===== src/rtl/pc_pkg.sv =====
`default_nettype none
// ============================================================================
// Module      : pc_pkg
// Description : Shared types and defaults for the program-counter/stack unit.
// Revision    : 1.0
// ============================================================================
package pc_pkg;

    typedef enum logic [2:0] {
        OP_HOLD = 3'd0,
        OP_INC  = 3'd1,
        OP_REL  = 3'd2,
        OP_RET  = 3'd3,
        OP_CALL = 3'd4,
        OP_LD   = 3'd5
    } pc_op_e;

    localparam int unsigned PC_RESET_VEC = 0;

endpackage
`default_nettype wire


===== src/rtl/ret_stack.sv =====
`default_nettype none
// ============================================================================
// Module      : ret_stack
// Description : Return-address LIFO; ignores push when full, pop when empty.
// Revision    : 1.0
// ============================================================================
module ret_stack #(
    parameter int unsigned DEPTH = 4,
    parameter int unsigned WIDTH = 8,
    parameter int unsigned SP_W  = $clog2(DEPTH + 1)
) (
    input  logic             clk,
    input  logic             reset_n,
    input  logic             push,
    input  logic             pop,
    input  logic [WIDTH-1:0] push_data,
    output logic [WIDTH-1:0] top_data,
    output logic [SP_W-1:0]  sp,
    output logic             full,
    output logic             empty
);

    localparam int unsigned IDX_W = $clog2(DEPTH);

    logic [WIDTH-1:0] mem_q [DEPTH];
    logic [SP_W-1:0]  sp_q;
    logic [SP_W-1:0]  sp_d;
    logic [SP_W-1:0]  w_sp_m1;

    assign full    = (sp_q == SP_W'(DEPTH));
    assign empty   = (sp_q == '0);
    assign sp      = sp_q;
    assign w_sp_m1 = sp_q - SP_W'(1);
    assign top_data = mem_q[IDX_W'(w_sp_m1)];

    always_comb begin
        sp_d = sp_q;
        if (push && !full) begin
            sp_d = sp_q + SP_W'(1);
        end else if (pop && !empty) begin
            sp_d = w_sp_m1;
        end
    end

    always_ff @(posedge clk or negedge reset_n) begin
        if (!reset_n) begin
            sp_q <= '0;
        end else begin
            sp_q <= sp_d;
        end
    end

    // Entries carry no reset; only the pointer defines what is valid.
    always_ff @(posedge clk) begin
        if (push && !full) begin
            mem_q[IDX_W'(sp_q)] <= push_data;
        end
    end

endmodule
`default_nettype wire


===== src/rtl/pc_stack_unit.sv =====
`default_nettype none
// ============================================================================
// Module      : pc_stack_unit
// Description : Program counter with load, relative branch and call/return stack.
// Revision    : 1.0
// ============================================================================
module pc_stack_unit
    import pc_pkg::*;
#(
    parameter int unsigned ADDR_W      = 8,
    parameter int unsigned OFF_W       = 8,
    parameter int unsigned STACK_DEPTH = 4,
    parameter int unsigned RESET_VEC   = PC_RESET_VEC,
    parameter int unsigned SP_W        = $clog2(STACK_DEPTH + 1)
) (
    input  logic              clk,
    input  logic              reset_n,
    input  logic              pc_enable,
    input  logic              ld,
    input  logic [ADDR_W-1:0] inp,
    input  logic              rel_en,
    input  logic [OFF_W-1:0]  offset,
    input  logic              call,
    input  logic              ret,
    input  logic              clr_err,
    output logic [ADDR_W-1:0] out,
    output logic [SP_W-1:0]   sp,
    output logic              stack_full,
    output logic              stack_empty,
    output logic              ovf_err,
    output logic              udf_err
);

    localparam int unsigned EXT_W = (ADDR_W > OFF_W) ? ADDR_W : OFF_W;

    pc_op_e              w_op;
    logic [ADDR_W-1:0]   pc_q;
    logic [ADDR_W-1:0]   pc_d;
    logic                ovf_q;
    logic                ovf_d;
    logic                udf_q;
    logic                udf_d;
    logic [ADDR_W-1:0]   w_pc_inc;
    logic [ADDR_W-1:0]   w_pc_rel;
    logic [ADDR_W-1:0]   w_top;
    logic signed [EXT_W-1:0] w_off_ext;
    logic                w_push;
    logic                w_pop;

    always_comb begin
        w_op = OP_HOLD;
        if (ld)             w_op = OP_LD;
        else if (call)      w_op = OP_CALL;
        else if (ret)       w_op = OP_RET;
        else if (rel_en)    w_op = OP_REL;
        else if (pc_enable) w_op = OP_INC;
    end

    // Sign-extend to the wider of the two widths, then keep the PC-width part.
    assign w_off_ext = EXT_W'($signed(offset));
    assign w_pc_inc  = pc_q + ADDR_W'(1);
    assign w_pc_rel  = pc_q + w_off_ext[ADDR_W-1:0];
    assign w_push    = (w_op == OP_CALL) && !stack_full;
    assign w_pop     = (w_op == OP_RET) && !stack_empty;

    ret_stack #(
        .DEPTH (STACK_DEPTH),
        .WIDTH (ADDR_W),
        .SP_W  (SP_W)
    ) u_ret_stack (
        .clk       (clk),
        .reset_n   (reset_n),
        .push      (w_push),
        .pop       (w_pop),
        .push_data (w_pc_inc),
        .top_data  (w_top),
        .sp        (sp),
        .full      (stack_full),
        .empty     (stack_empty)
    );

    always_comb begin
        pc_d = pc_q;
        case (w_op)
            OP_LD:   pc_d = inp;
            OP_CALL: if (!stack_full)  pc_d = inp;
            OP_RET:  if (!stack_empty) pc_d = w_top;
            OP_REL:  pc_d = w_pc_rel;
            OP_INC:  pc_d = w_pc_inc;
            default: pc_d = pc_q;
        endcase
    end

    // A new error event outranks a simultaneous clear.
    assign ovf_d = ((w_op == OP_CALL) && stack_full)  || (ovf_q && !clr_err);
    assign udf_d = ((w_op == OP_RET)  && stack_empty) || (udf_q && !clr_err);

    always_ff @(posedge clk or negedge reset_n) begin
        if (!reset_n) begin
            pc_q  <= ADDR_W'(RESET_VEC);
            ovf_q <= 1'b0;
            udf_q <= 1'b0;
        end else begin
            pc_q  <= pc_d;
            ovf_q <= ovf_d;
            udf_q <= udf_d;
        end
    end

    assign out     = pc_q;
    assign ovf_err = ovf_q;
    assign udf_err = udf_q;

endmodule
`default_nettype wire


===== config.mk =====
export PLATFORM = sky130hd
export DESIGN_NAME = pc_stack_unit
export DESIGN_NICKNAME = d
export VERILOG_FILES = /design/src/rtl/pc_pkg.sv /design/src/rtl/ret_stack.sv /design/src/rtl/pc_stack_unit.sv
export SDC_FILE = /design/constraint.sdc
export NUM_CORES = 1
export LEC_CHECK = 0
export ABC_AREA = 1
export CAP_MARGIN = 5
export CORE_MARGIN = 1
export CORE_UTILIZATION = 35
export CTS_BUF_LIST = sky130_fd_sc_hd__clkbuf_16
export CTS_CLUSTER_DIAMETER = 80
export CTS_CLUSTER_SIZE = 40
export DETAILED_ROUTE_END_ITERATION = 8
export REMOVE_ABC_BUFFERS = 1
export SLEW_MARGIN = 0
export SYNTH_ARGS = -nofsm -noshare
export SYNTH_HDL_FRONTEND = slang
export SYNTH_HIERARCHICAL = 1
export SYNTH_SLANG_ARGS = --single-unit

===== constraint.sdc =====
create_clock -name clk -period 2.17 [get_ports clk]
set_input_delay 0.434 -clock clk [delete_from_list [all_inputs] [get_ports clk]]
set_output_delay 0.434 -clock clk [all_outputs]
set_load 0.005 [all_outputs]

# ---- Yosys cells after proc, flatten, opt, wreduce, memory -nomap -nowiden
# Memories as Yosys holds them, arrays and structs flattened.
# Index checks and enable logic that the tools add are counted.
# W data, S select, Z words.
dict set report word_totals {
  inputBits 24
  word_cells 46
  register_bits 13
  ramBits 32
  mem_count 1
}
dict set report op_classes {
  n_eq_ne 8
  muxes 12
  reduce_logical 17
  add_sub_neg 4
}
# memory depth width read_ports rd_clocked_by_memory_dff write_ports line
set memory_table {}
lappend memory_table {u_ret_stack.mem_q 4 8 1 0 1 ret_stack.sv:25} ;# logic [WIDTH-1:0] mem_q [DEPTH];
# operator count
set op_table {}
lappend op_table {{$pmux W8 S5} 1}
lappend op_table {{$mux W8} 2}
lappend op_table {{$mux W3} 4}
lappend op_table {{$eq A3 B3 Y1 const B} 3}
lappend op_table {{$add A8 B1 Y8 const B} 1}
lappend op_table {{$add A8 B8 Y8} 1}
lappend op_table {{$logic_and A1 B1 Y1} 8}
lappend op_table {{$eq A3 B2 Y1 const B} 2}
lappend op_table {{$reduce_bool A5 Y1} 1}
lappend op_table {{$mux W2} 2}
lappend op_table {{$ne A2 B2 Y1 const B} 2}
lappend op_table {{$add A3 B1 Y3 const B} 1}
lappend op_table {{$eq A3 B1 Y1 const B} 1}
lappend op_table {{$logic_not A1 Y1} 3}
lappend op_table {{$logic_not A3 Y1} 1}
lappend op_table {{$mux W1} 3}
lappend op_table {{$reduce_and A3 Y1} 1}
lappend op_table {{$sub A3 B1 Y3 const B} 1}
lappend op_table {{$logic_or A1 B1 Y1} 2}
lappend op_table {{$reduce_bool A2 Y1} 1}

# ---- Longest topological paths before layout
dict set report logic_depth {
  word_depth 10
  depth_mapped 17
  mapped_depth_nobuf 13
}

# ---- By module
# The synthesis kept the hierarchy.
# mod cells_each n_inst area_per_inst_um2
set modules_own_cells {}
lappend modules_own_cells {ret_stack 140 1 1580.3}
lappend modules_own_cells {pc_stack_unit 201 1 1221.2}

# ---- Worst setup path before layout
# Ideal clock, no wire load.
dict set report synth_path {
  path_kind {reg-to-reg}
  start {register u_ret_stack.sp_q[0], in the netlist u_ret_stack/sp[0]}
  end {memory u_ret_stack.mem_q[1][0], enable pin}
  arrival_ps 1882
  stages_incl_launch_ff 10
  t_required_ps 1799
  setup_ps 371
  slack_ps -83
  path_cell_list {dfrtp_1 buf_6 inv_6 buf_6 ha_1 nand2_1 inv_1 nor3_1 nand2_2 nor2_1}
}
dict set report synth_between {
  elab_chain_len 6
}
# item line
set synth_rtl {}
lappend synth_rtl {{start, declared} ret_stack.sv:26} ;# logic [SP_W-1:0] sp_q;
lappend synth_rtl {{start signal, assigned} ret_stack.sv:49} ;# sp_q <= sp_d;
lappend synth_rtl {{$eq A3 B3 Y1} ret_stack.sv:30} ;# assign full = (sp_q == SP_W'(DEPTH));
lappend synth_rtl {{via stack_full} pc_stack_unit.sv:28} ;# output logic stack_full,
lappend synth_rtl {{$logic_not A1 Y1} pc_stack_unit.sv:63} ;# assign w_push = (w_op == OP_CALL) && !stack_full;
lappend synth_rtl {{$logic_and A1 B1 Y1} pc_stack_unit.sv:63}
lappend synth_rtl {{via w_push} pc_stack_unit.sv:47} ;# logic w_push;
lappend synth_rtl {{$logic_and A1 B1 Y1} ret_stack.sv:55} ;# if (push && !full) begin
lappend synth_rtl {{$mux W1} ret_stack.sv:55}
lappend synth_rtl {{$mux W1 (not written as such)} ret_stack.sv:56} ;# mem_q[IDX_W'(sp_q)] <= push_data;
lappend synth_rtl {{end, declared} ret_stack.sv:25}
# The timed path passes the listed nets, and every way through them passes these cells.

# ---- Worst setup path in the final report
dict set report layout_path {
  start {register u_ret_stack.sp_q[0], in the netlist u_ret_stack/sp[0]}
  end {output port stack_empty}
}
dict set report layout_between {
  elab_chain_len 1
}
# item line
set layout_rtl {}
lappend layout_rtl {{$logic_not A3 Y1} ret_stack.sv:31} ;# assign empty = (sp_q == '0);
lappend layout_rtl {{end, declared} pc_stack_unit.sv:29} ;# output logic stack_empty,
# Every way passes these cells.

==> impl_metrics.py <==
metrics = {
    "run_status": {
        "outcome": "finished clean",
    },
    "routing": {
        "vias": 2314,
        "drcViolationCount": 0,
        "first_pass_iters": 4,
        "drt-initial-drc-count": 84,
        "ant_nets": 0,
        "wl_um": 6180,
        "vias_per_cell": 4.628,
        "wl_per_cell_um": 12.36,
    },
    "sta": {
        "period_share_pct": 95.69,
        "finalSetupViolCount": 0,
        "fmax_mhz": 481.6,
        "min_period_ns": 2.076,
        "hold_viol": 0,
        "worstMarginPinSlew_ns": 0.6389,
        "clock_skew_ns": 0.001706,
        "maxSlewHeadroom_pct": 57.27,
        "rsz0062_at_grt": "false",
        "final_max_slew_viol_count": 0,
    },
    "placed_design": {
        "dp.cells": 490,
        "globalplace.congestion": 0.7876,
        "dp_hpwl_um": 4682,
        "io_buffers": 38,
    },
    "power_and_ir_drop": {
        "p_leak_nw": 1.570,
        "p_int_mw": 2.404,
        "p_clk_share_pct": 19.5,
        "p_sw_mw": 1.555,
        "switching_share_pct": 39.28,
        "totalPowerFinal_mw": 3.958,
        "p_per_area_nw_per_um2": 1117,
        "ir_worst_vdd_v": 0.0003932,
        "seqPwrFrac_pct": 32.7,
        "combPwrFrac_pct": 47.8,
    },
    "run": {
        "maxCapViolations": 0,
    },
    "synthesis": {
        "synth-main-ff-cell": "edfxtp_1",
        "synth_cell_types": 30,
        "ys_seq_elements": 45,
        "synth.top_cell.area_share_pct": 34.30,
        "synth_most_common_cell": "nand2_1",
        "yosys.area.top_type": "edfxtp_1",
        "ys_async_sr_fraction_pct": 28.89,
        "synth_xor_area_share_pct": 1.251,
        "ys_seq_area_share_pct": 45.91,
        "syn_inst": 341,
        "synth_area_um2": 2801,
        "yosys_warnings": 6,
        "synth_simple_gate_area_share_pct": 28.99,
        "synth_common_cells": "nand2_1 (100), inv_1 (47), nor2_1 (38)",
        "synth_top_family_by_area": "simple AND/OR/NAND/NOR gates",
        "synth-edff-count": 32,
        "synth_area_leaders": "edfxtp_1 (34%), nand2_1 (13%), dfrtp_1 (12%)",
        "synthAdderAreaFrac_pct": 6.967,
        "syn_avg_cell_area_um2": 8.215,
        "synth_compound_area_share_pct": 7.682,
        "muxShareOfSynthArea_pct": 0,
    },
    "worst_setup_path": {
        "arrival_ns": 1.64,
        "end_kind": "primary output",
        "cp_max_fo": 4,
        "critPathLaunchType": "flop",
        "critPathKind": "flop to primary output",
        "cp_data_required_time_ns": 1.74,
    },
    "clock_tree": {
        "cts_buffers": 5,
        "cts-root-buf": "clkbuf_16",
        "cts.clk_slew.worst_paths_ns": 0.06,
        "cts_max_path_buffers": 2,
        "cts_tree": "yes",
        "cts_sinks": 45,
        "clkLatencyLatePin_ns": 0.28,
        "cts-htree-levels": 2,
    },
    "floorplan": {
        "io_pins": 39,
        "rows": 32,
        "fp.dieArea_um2": 8366,
        "core_area_um2": 7727,
        "start_util_pct": 36.25,
        "fp.dieH_um": 91.47,
        "die_w_um": 91.47,
    },
    "layout": {
        "syn_to_final_growth_pct": 26.44,
        "fillers": 755,
        "fin_nets": 436,
        "diodes": 0,
        "drive_gt1_share_pct": 12.06,
        "fin_cells": 500,
    },
    "grt": {
        "grt_pass1_vias": 2249,
        "grt_pass1_wl_um": 10620,
        "grt.total_usage_pct": 16.23,
        "antenna_found_initial": 0,
        "grt-ovfl-total": 0,
        "grt_max_degree": 17,
    },
    "hold_path": {
        "hp-class": "input pin to asynchronous set/reset pin",
    },
}
## metrics by stage
step	worst slack [ns]	setup TNS [ns]	cell area (um^2)	utilization (%)	hold slack (ns)
floorplan	-0.09531	-3.047	2736	-	0.1384
global placement	0.0006040	0	3357	43.44	0.5193
detailed placement	-0.04017	-0.06782	3357	43.44	0.5334
CTS	0.02696	0	3525	45.61	0.5440
global route	0.01634	0	3542	45.84	0.5660
finish	0.09356	0	3542	45.84	0.5396
## power by group through the flow
stage | sequential [mW] | combinational (mW) | clock (mW)
3_5_place_dp | 1.31 | 1.82 | 0
5_1_grt | 1.32 | 2.17 | 0.818
3_3_place_gp | 1.30 | 1.80 | 0
4_1_cts | 1.29 | 1.87 | 0.787
6_report | 1.30 | 1.89 | 0.771
2_1_floorplan | 1.31 | 1.07 | 0
## placed cells by master, fill, tap and decap left out, types with 2 or more instances in the layout
master           count
buf_4               17
a21oi_1             10
nand4_1              4
clkdlybuf4s50_1     38
ha_2                 2
inv_1               45
nand2_2              4
clkbuf_16            5
nor2_2               3
o21ai_1              5
nor2_1              38
o211ai_1             9
nand3b_1             4
xor2_1               3
nor3_1               2
inv_6                3
inv_2                4
nand3_1             25
nand2_1             99
ha_1                11
edfxtp_1            32
o21ai_0              9
nor2_4               3
nand3_2              2
dfrtp_1             13
## layer usage
metal / up-vias / GRT usage (%) / share of wire (%)
met5: - / 0 / 0
met4: 0 / 7.143 / 2.4
met3: 10 / 1.675 / 2.5
met2: 32 / 28.70 / 50
met1: 1057 / 19.85 / 45
li1: 1215 / - / -
## registers in the layout, indices dropped and copies added, names as in the netlist
register,flops
udf_err,1
u_ret_stack/sp,3
out,8
ovf_err,1
u_ret_stack/mem_q,32
## worst max-delay path, cell delays in order, from the launching register on
cell             delay, ns
dfrtp_1               0.42
inv_6                 0.08
ha_2                  0.20
ha_4                  0.16
clkdlybuf4s50_1       0.50
## kinds of logic (layout without fill, tap and decap cells)
family	after synthesis	in the layout
xor gates and xnor gates	4	4
DFF	45	45
and+or+nand+nor	186	186
buffers and inverters	56	113
adders and majority gates	15	15
AOI/OAI and AO/OA	35	35
## area by class of cell
class / count / area [um^2] / area share (%)
Sequential cell: 45 / 1286 / 36.31
Clock buffer: 5 / 125.1 / 3.532
Timing Repair Buffer: 55 / 508.0 / 14.34
Multi-Input combinational cell: 240 / 1277 / 36.07
Inverter: 50 / 192.7 / 5.440
Clock inverter: 3 / 25.02 / 0.7065
Tap cell: 102 / 127.6 / 3.603
## timing repair
| action | CTS | global route |
|---|---|---|
| endpoints found under the setup margin | 2 | 2 |
| buffers inserted | 2 | 0 |
| pin swaps | 0 | 0 |
| resized for setup | 1 | 6 |
| hold buffers | 0 | 0 |
## final timing paths
check,start,endpoint,slack [ns],cells after the start
min in group clk,ovf_err,ovf_err,0.54,2
worst min-delay path,reset_n,u_ret_stack/sp[2],0.54,1
worst max-delay path,u_ret_stack/sp[0],stack_empty,0.09,4
max in group asynchronous,reset_n,out[1],1.22,1
worst min register to register,ovf_err,ovf_err,0.54,2
worst max register to register,u_ret_stack/sp[0],u_ret_stack/mem_q[0][0],0.36,8
Power figures use the tool's default switching activity.
